File: src/rtl/lc3b_fetch_unit_pkg.sv
// Shared types for the LC-3b instruction-fetch front end.
//   lc3b_word         16-bit machine word / address
//   lc3b_fetch_state  fetch FSM state (idle, read outstanding, read being discarded)
//   lc3b_fetch_entry  one buffered fetch: instruction word plus the address it came from
package lc3b_fetch_unit_pkg;

  typedef logic [15:0] lc3b_word;

  typedef enum logic [1:0] {
    FETCH_IDLE    = 2'd0,
    FETCH_REQ     = 2'd1,
    FETCH_DISCARD = 2'd2
  } lc3b_fetch_state;

  typedef struct packed {
    lc3b_word instr;
    lc3b_word pc;
  } lc3b_fetch_entry;

  // Instruction addresses are word aligned; bit 0 is always dropped.
  function automatic lc3b_word lc3b_align(input lc3b_word addr);
    return {addr[15:1], 1'b0};
  endfunction

  // Sequential next address, wrapping modulo 2^16.
  function automatic lc3b_word lc3b_next_pc(input lc3b_word addr);
    return addr + 16'd2;
  endfunction

endpackage

File: src/rtl/lc3b_fetch_unit_fifo.sv
// fetch_fifo: small instruction buffer between the fetch FSM and decode.
//   clk, reset   clock / asynchronous active-high reset
//   flush        empties the buffer; wins over push and pop in the same cycle
//   push, din    write one entry at the tail (caller guarantees space)
//   pop          remove the head entry (caller guarantees non-empty)
//   dout         registered head entry
//   empty, count occupancy status
module lc3b_fetch_unit_fifo
  import lc3b_fetch_unit_pkg::*;
#(
  parameter int unsigned DEPTH = 2,
  localparam int unsigned CntW = $clog2(DEPTH + 1)
) (
  input  logic            clk,
  input  logic            reset,
  input  logic            flush,
  input  logic            push,
  input  logic            pop,
  input  lc3b_fetch_entry din,
  output lc3b_fetch_entry dout,
  output logic            empty,
  output logic [CntW-1:0] count
);

  localparam int unsigned PtrW = (DEPTH > 1) ? $clog2(DEPTH) : 1;

  lc3b_fetch_entry mem_q [DEPTH];
  lc3b_fetch_entry mem_d [DEPTH];
  logic [PtrW-1:0] wr_ptr_q, wr_ptr_d;
  logic [PtrW-1:0] rd_ptr_q, rd_ptr_d;
  logic [CntW-1:0] count_q, count_d;

  always_comb begin
    mem_d    = mem_q;
    wr_ptr_d = wr_ptr_q;
    rd_ptr_d = rd_ptr_q;
    count_d  = count_q;
    if (flush) begin
      wr_ptr_d = '0;
      rd_ptr_d = '0;
      count_d  = '0;
    end else begin
      if (push) begin
        mem_d[wr_ptr_q] = din;
        // DEPTH is a power of two, so the natural pointer overflow is the wrap.
        wr_ptr_d = wr_ptr_q + PtrW'(1);
      end
      if (pop) begin
        rd_ptr_d = rd_ptr_q + PtrW'(1);
      end
      count_d = count_q + CntW'(push) - CntW'(pop);
    end
  end

  always_ff @(posedge clk or posedge reset) begin
    if (reset) begin
      for (int i = 0; i < int'(DEPTH); i++) begin
        mem_q[i] <= '0;
      end
      wr_ptr_q <= '0;
      rd_ptr_q <= '0;
      count_q  <= '0;
    end else begin
      mem_q    <= mem_d;
      wr_ptr_q <= wr_ptr_d;
      rd_ptr_q <= rd_ptr_d;
      count_q  <= count_d;
    end
  end

  // Storage is cleared on reset so the head reads as zero until the first push.
  assign dout  = mem_q[rd_ptr_q];
  assign empty = (count_q == '0);
  assign count = count_q;

endmodule

File: src/rtl/lc3b_fetch_unit.sv
// LC-3b instruction-fetch front end. Owns the fetch PC, runs the single-outstanding
// instruction-memory read handshake, buffers fetched words and presents them to decode
// under a valid/ready handshake. A datapath redirect flushes the buffer and restarts fetch.
//   clk, reset          clock / asynchronous active-high reset
//   redirect,
//   redirect_pc         non-sequential PC taken by the datapath this cycle
//   instr, instr_pc,
//   instr_valid,
//   instr_ready         decode handshake on the buffer head
//   imem_address,
//   imem_read           read request, held until imem_resp
//   imem_rdata,
//   imem_resp           read data and its one-cycle completion pulse
module lc3b_fetch_unit
  import lc3b_fetch_unit_pkg::*;
#(
  parameter int unsigned DEPTH    = 2,
  parameter lc3b_word    RESET_PC = 16'h0000
) (
  input  logic     clk,
  input  logic     reset,
  input  logic     redirect,
  input  lc3b_word redirect_pc,
  output lc3b_word instr,
  output lc3b_word instr_pc,
  output logic     instr_valid,
  input  logic     instr_ready,
  output lc3b_word imem_address,
  output logic     imem_read,
  input  lc3b_word imem_rdata,
  input  logic     imem_resp
);

  localparam int unsigned CntW = $clog2(DEPTH + 1);

  lc3b_fetch_state state_q, state_d;
  lc3b_word        fetch_pc_q, fetch_pc_d;
  lc3b_word        req_addr_q, req_addr_d;

  logic            buf_push;
  logic            buf_pop;
  logic            buf_empty;
  logic [CntW-1:0] buf_count;
  logic [CntW-1:0] count_after;
  lc3b_fetch_entry buf_din;
  lc3b_fetch_entry buf_head;

  // A redirect kills any pop in the same cycle; the flush wins inside the buffer too.
  assign buf_pop     = instr_valid && instr_ready && !redirect;
  assign buf_din     = '{instr: imem_rdata, pc: req_addr_q};
  // Occupancy as it will be after this edge, used to decide on a back-to-back request.
  assign count_after = buf_count + CntW'(buf_push) - CntW'(buf_pop);

  always_comb begin
    state_d    = state_q;
    fetch_pc_d = fetch_pc_q;
    req_addr_d = req_addr_q;
    buf_push   = 1'b0;

    unique case (state_q)
      FETCH_IDLE: begin
        if (redirect) begin
          fetch_pc_d = lc3b_align(redirect_pc);
        end else if (buf_count < CntW'(DEPTH)) begin
          state_d    = FETCH_REQ;
          req_addr_d = fetch_pc_q;
        end
      end

      FETCH_REQ: begin
        if (redirect) begin
          fetch_pc_d = lc3b_align(redirect_pc);
          // The read cannot be cancelled: if it has not completed, wait it out and drop it.
          state_d    = imem_resp ? FETCH_IDLE : FETCH_DISCARD;
        end else if (imem_resp) begin
          buf_push   = 1'b1;
          fetch_pc_d = lc3b_next_pc(fetch_pc_q);
          if (count_after < CntW'(DEPTH)) begin
            state_d    = FETCH_REQ;
            req_addr_d = lc3b_next_pc(fetch_pc_q);
          end else begin
            state_d = FETCH_IDLE;
          end
        end
      end

      FETCH_DISCARD: begin
        if (redirect) begin
          fetch_pc_d = lc3b_align(redirect_pc);
        end
        if (imem_resp) begin
          state_d = FETCH_IDLE;
        end
      end

      default: begin
        state_d = FETCH_IDLE;
      end
    endcase
  end

  always_ff @(posedge clk or posedge reset) begin
    if (reset) begin
      state_q    <= FETCH_IDLE;
      fetch_pc_q <= RESET_PC;
      req_addr_q <= RESET_PC;
    end else begin
      state_q    <= state_d;
      fetch_pc_q <= fetch_pc_d;
      req_addr_q <= req_addr_d;
    end
  end

  lc3b_fetch_unit_fifo #(
    .DEPTH (DEPTH)
  ) u_fetch_fifo (
    .clk   (clk),
    .reset (reset),
    .flush (redirect),
    .push  (buf_push),
    .pop   (buf_pop),
    .din   (buf_din),
    .dout  (buf_head),
    .empty (buf_empty),
    .count (buf_count)
  );

  assign imem_read    = (state_q != FETCH_IDLE);
  assign imem_address = req_addr_q;
  assign instr_valid  = !buf_empty;
  assign instr        = buf_head.instr;
  assign instr_pc     = buf_head.pc;

endmodule

File: config.mk
export PLATFORM = sky130hd
export DESIGN_NAME = lc3b_fetch_unit
export DESIGN_NICKNAME = d
export VERILOG_FILES = /design/src/rtl/lc3b_fetch_unit_pkg.sv /design/src/rtl/lc3b_fetch_unit_fifo.sv /design/src/rtl/lc3b_fetch_unit.sv
export SDC_FILE = /design/constraint.sdc
export NUM_CORES = 1
export LEC_CHECK = 0
export ABC_AREA = 1
export CORE_UTILIZATION = 30
export DETAILED_ROUTE_END_ITERATION = 8
export GPL_ROUTABILITY_DRIVEN = 0
export HOLD_SLACK_MARGIN = 0.15
export SLEW_MARGIN = 20
export SYNTH_ARGS = -nofsm -noshare
export SYNTH_HDL_FRONTEND = slang
export SYNTH_SLANG_ARGS = --single-unit
File: constraint.sdc
create_clock -name clk -period 4.1 [get_ports clk]
set_clock_uncertainty 0.05 [all_clocks]
set_input_delay 0.82 -clock clk [delete_from_list [all_inputs] [get_ports clk]]
set_output_delay 0.82 -clock clk [all_outputs]
set_load 0.02 [all_outputs]
==> out/qor.yml <==
power:
  swShare_pct: 41.7
  power_switching_w: 0.00204
  p_leak_nw: 3.06
  power_density_nw_per_um2: 782
  seqPwrFrac_pct: 35.1
  power_frac_comb_pct: 47.1
  pwr-share-clk_pct: 17.8
  ir_drop_uv: 237
  total_power_w: 0.00487
  p_int_w: 0.00284
worst_setup_path:
  crit_chain: "buf_4 -> inv_1 -> buf_4 -> nand2_1 -> nand2_1 -> clkdlybuf4s50_1"
  startpoint_type: "flip-flop"
  critPathSlowestCell: "clkdlybuf4s50_1"
  required_ns: 3.23
  end_kind: "output port"
  crit_type: "flip-flop to output port"
  timing.reg2reg.setup_slack_ns: 1.67
  crit_fanout: 33
  arrival_ns: 2.24
  worst_path_largest_cell_delay_ns: 0.65
die:
  core_area_sq_um: 16000
  io_pins: 87
  fp-row-count: 46
  die-area_sq_um: 17000
  die_w_microns: 130
  start_util_pct: 30.9
  die_height_microns: 130
global_route:
  grt_pass1_wl_microns: 19000
  grt.total_usage_pct: 14.6
  grt_pass1_vias: 3762
  grt_max_degree: 63
  grt_overflow: 0
  antenna_found_initial: 0
synth:
  synth_seq_cells: 98
  syn_area_per_cell_sq_um: 7.85
  ys_seq_area_share_pct: 49.6
  yosysMostFrequentCell: "nand2_1"
  netlist_top_cells_area: "dfrtp_1 50%, nand2_1 20%, o21ai_2 5.7%"
  synth_flop_cell: "dfrtp_1"
  synth_top_cells_by_count: "260 x nand2_1, 98 x dfrtp_1, 57 x inv_1, 49 x o21ai_0, 32 x o21ai_2"
  syn-cell-area_sq_um: 4950
  synthCells: 630
  synth_top_cell_area_share_pct: 49.6
  async_flop_share_pct: 100
  synth_edf_count: 0
  ys_types: 29
  yosys.area.top_type: "dfrtp_1"
  yosysWarnings: 0
final_layout:
  seq_area_sq_um: 2450
  stdcell_count: 924
  antenna_cells: 0
  fin_util_pct: 39.0
  fillers: 1738
  multi_input_area_sq_um: 2070
  area.growth.synth_to_final_pct: 26.1
  nets: 743
  drive_gt1_share_pct: 9.46
placement:
  dp_hpwl_microns: 8030
  numPortBuffers: 83
  place_inst: 908
sta:
  fin_crit_sh_pct: 75.9
  final-max-slew-violation-count: 0
  worst_pin_slew_ns: 0.739
  setup_viol: 0
  tns_ns: 0
  max_clock_freq_mhz: 321
  hold_violations: 0
  slew-limit-headroom_pct: 50.6
  rsz0062_at_grt: "no"
  post-route-min-period_ns: 3.11
detailed_routing:
  vias: 4010
  drt_first_pass_iters: 4
  wire_per_inst_microns: 12.6
  drc: 0
  ant_nets: 0
  avgViaCountPerCell: 4.34
  routed_wl_microns: 11700
  drt_iter0_markers: 272
clock_tree:
  root_buffer: "clkbuf_16"
  ctsLongestPathBuffers: 2
  numCtsBuffers: 9
  cts.sinks: 98
  postCtsSetupBuffers: 0
  clk_pin_slew_ns: 0.07
  clkLatencyLatePin_ns: 0.34
  cts_hold_buf: 0
  cts_resized: 0
  h-tree-depth: 3
  cts_tree: "yes"
flow_run:
  drv_cap: 0
min_path:
  hold_path.class: "flip-flop to flip-flop"
outcome:
  status: "finished, final reports clean"
-- cell families after synthesis --
kind of cell / count (synthesis) / synth area share, %
and+or+nand+nor: 317 / 25.2
AOI/OAI and AO/OA: 113 / 14.5
DFF: 98 / 49.6
buffers and inverters: 92 / 8.70
xor gates and xnor gates: 4 / 0.708
adders and majority gates: 3 / 0.759
muxes: 2 / 0.405
other: 1 / 0.0758
-- worst max-delay path, delay by kind of cell, from the launching register on --
family | cells | cell delay, ns
buf+inv | 4 | 1.35
flops | 1 | 0.36
simple gates | 2 | 0.17
-- worst paths after layout --
path / startpoint / endpoint / depth (start not counted)
setup / recovery: u_fetch_fifo.rd_ptr_q$_DFFE_PP0P_ / instr_pc[7] / 6
hold / removal: u_fetch_fifo.mem_q[48]$_DFFE_PP0P_ / u_fetch_fifo.mem_q[48]$_DFFE_PP0P_ / 2
setup reg to reg: u_fetch_fifo.count[1]$_DFF_PP0_ / imem_address[10]$_DFFE_PP0P_ / 17
hold reg to reg: u_fetch_fifo.mem_q[48]$_DFFE_PP0P_ / u_fetch_fifo.mem_q[48]$_DFFE_PP0P_ / 2
max in group asynchronous: reset / imem_address[3]$_DFFE_PP0P_ / 3
min in group asynchronous: reset / fetch_pc_q[11]$_DFFE_PP0P_ / 2
-- cell type report --
cell class	instances	area share [%]
Timing Repair Buffer	91	14.3
Clock inverter	5	0.983
Tap cell	216	4.33
Clock buffer	11	4.05
Multi-Input combinational cell	441	33.2
Inverter	62	3.77
Sequential cell	98	39.3
-- cells in the final DEF (no fill, tap or decap) --
master / n
a21oi_1: 14
a22oi_1: 2
a31oi_1: 1
buf_4: 8
bufinv_16: 1
clkbuf_16: 9
clkbuf_8: 2
clkdlybuf4s50_1: 83
clkinv_2: 1
clkinv_4: 2
conb_1: 2
dfrtp_1: 98
ha_1: 3
inv_1: 56
inv_2: 5
inv_4: 1
inv_6: 1
mux2i_1: 2
nand2_1: 260
nand2_2: 1
nand2_4: 1
nand3_1: 20
nand3b_1: 2
nand4_1: 4
nor2_1: 27
nor2_4: 1
o21ai_0: 49
o21ai_1: 5
o21ai_2: 32
o22ai_1: 8
o22ai_4: 1
o31ai_1: 1
or2_2: 1
xor2_1: 4
-- flip-flops by register name, indices dropped and copies added, names as in the netlist --
register / flops
imem_address: 15
u_fetch_fifo.mem_q: 62
u_fetch_fifo.count: 2
u_fetch_fifo.rd_ptr_q: 1
state_q: 2
fetch_pc_q: 15
u_fetch_fifo.wr_ptr_q: 1
-- stage by stage --
| stage | setup WS (ns) | hold WS, ns | area [sq um] |
|---|---|---|---|
| finish | 0.987 | 0.433 | 6230 |
| global route | 0.791 | 0.445 | 6230 |
| CTS | 0.937 | 0.435 | 6230 |
| detailed placement | 0.786 | 0.419 | 5920 |
| global placement | 0.787 | 0.415 | 5920 |
| floorplan | 0.668 | 0.403 | 4950 |
-- routing by layer --
metal / vias up / routed length, microns / global-route usage, %
li1: 2129 / - / -
met1: 1791 / 5550 / 19.5
met2: 82 / 5490 / 23.9
met3: 8 / 551 / 3.95
met4: 0 / 85 / 3.04
met5: - / 0 / 0
-- power groups by stage --
| stage | Combinational [W] | Sequential, W | Clock (W) |
|---|---|---|---|
| after floorplan | 0.00150 | 0.00172 | 0 |
| after global placement | 0.00229 | 0.00172 | 0 |
| after detailed placement | 0.00231 | 0.00173 | 0 |
| after CTS | 0.00232 | 0.00171 | 0.000905 |
| after global routing | 0.00257 | 0.00177 | 0.000948 |
| final | 0.00229 | 0.00171 | 0.000869 |
(Power assumes the default switching activity.)
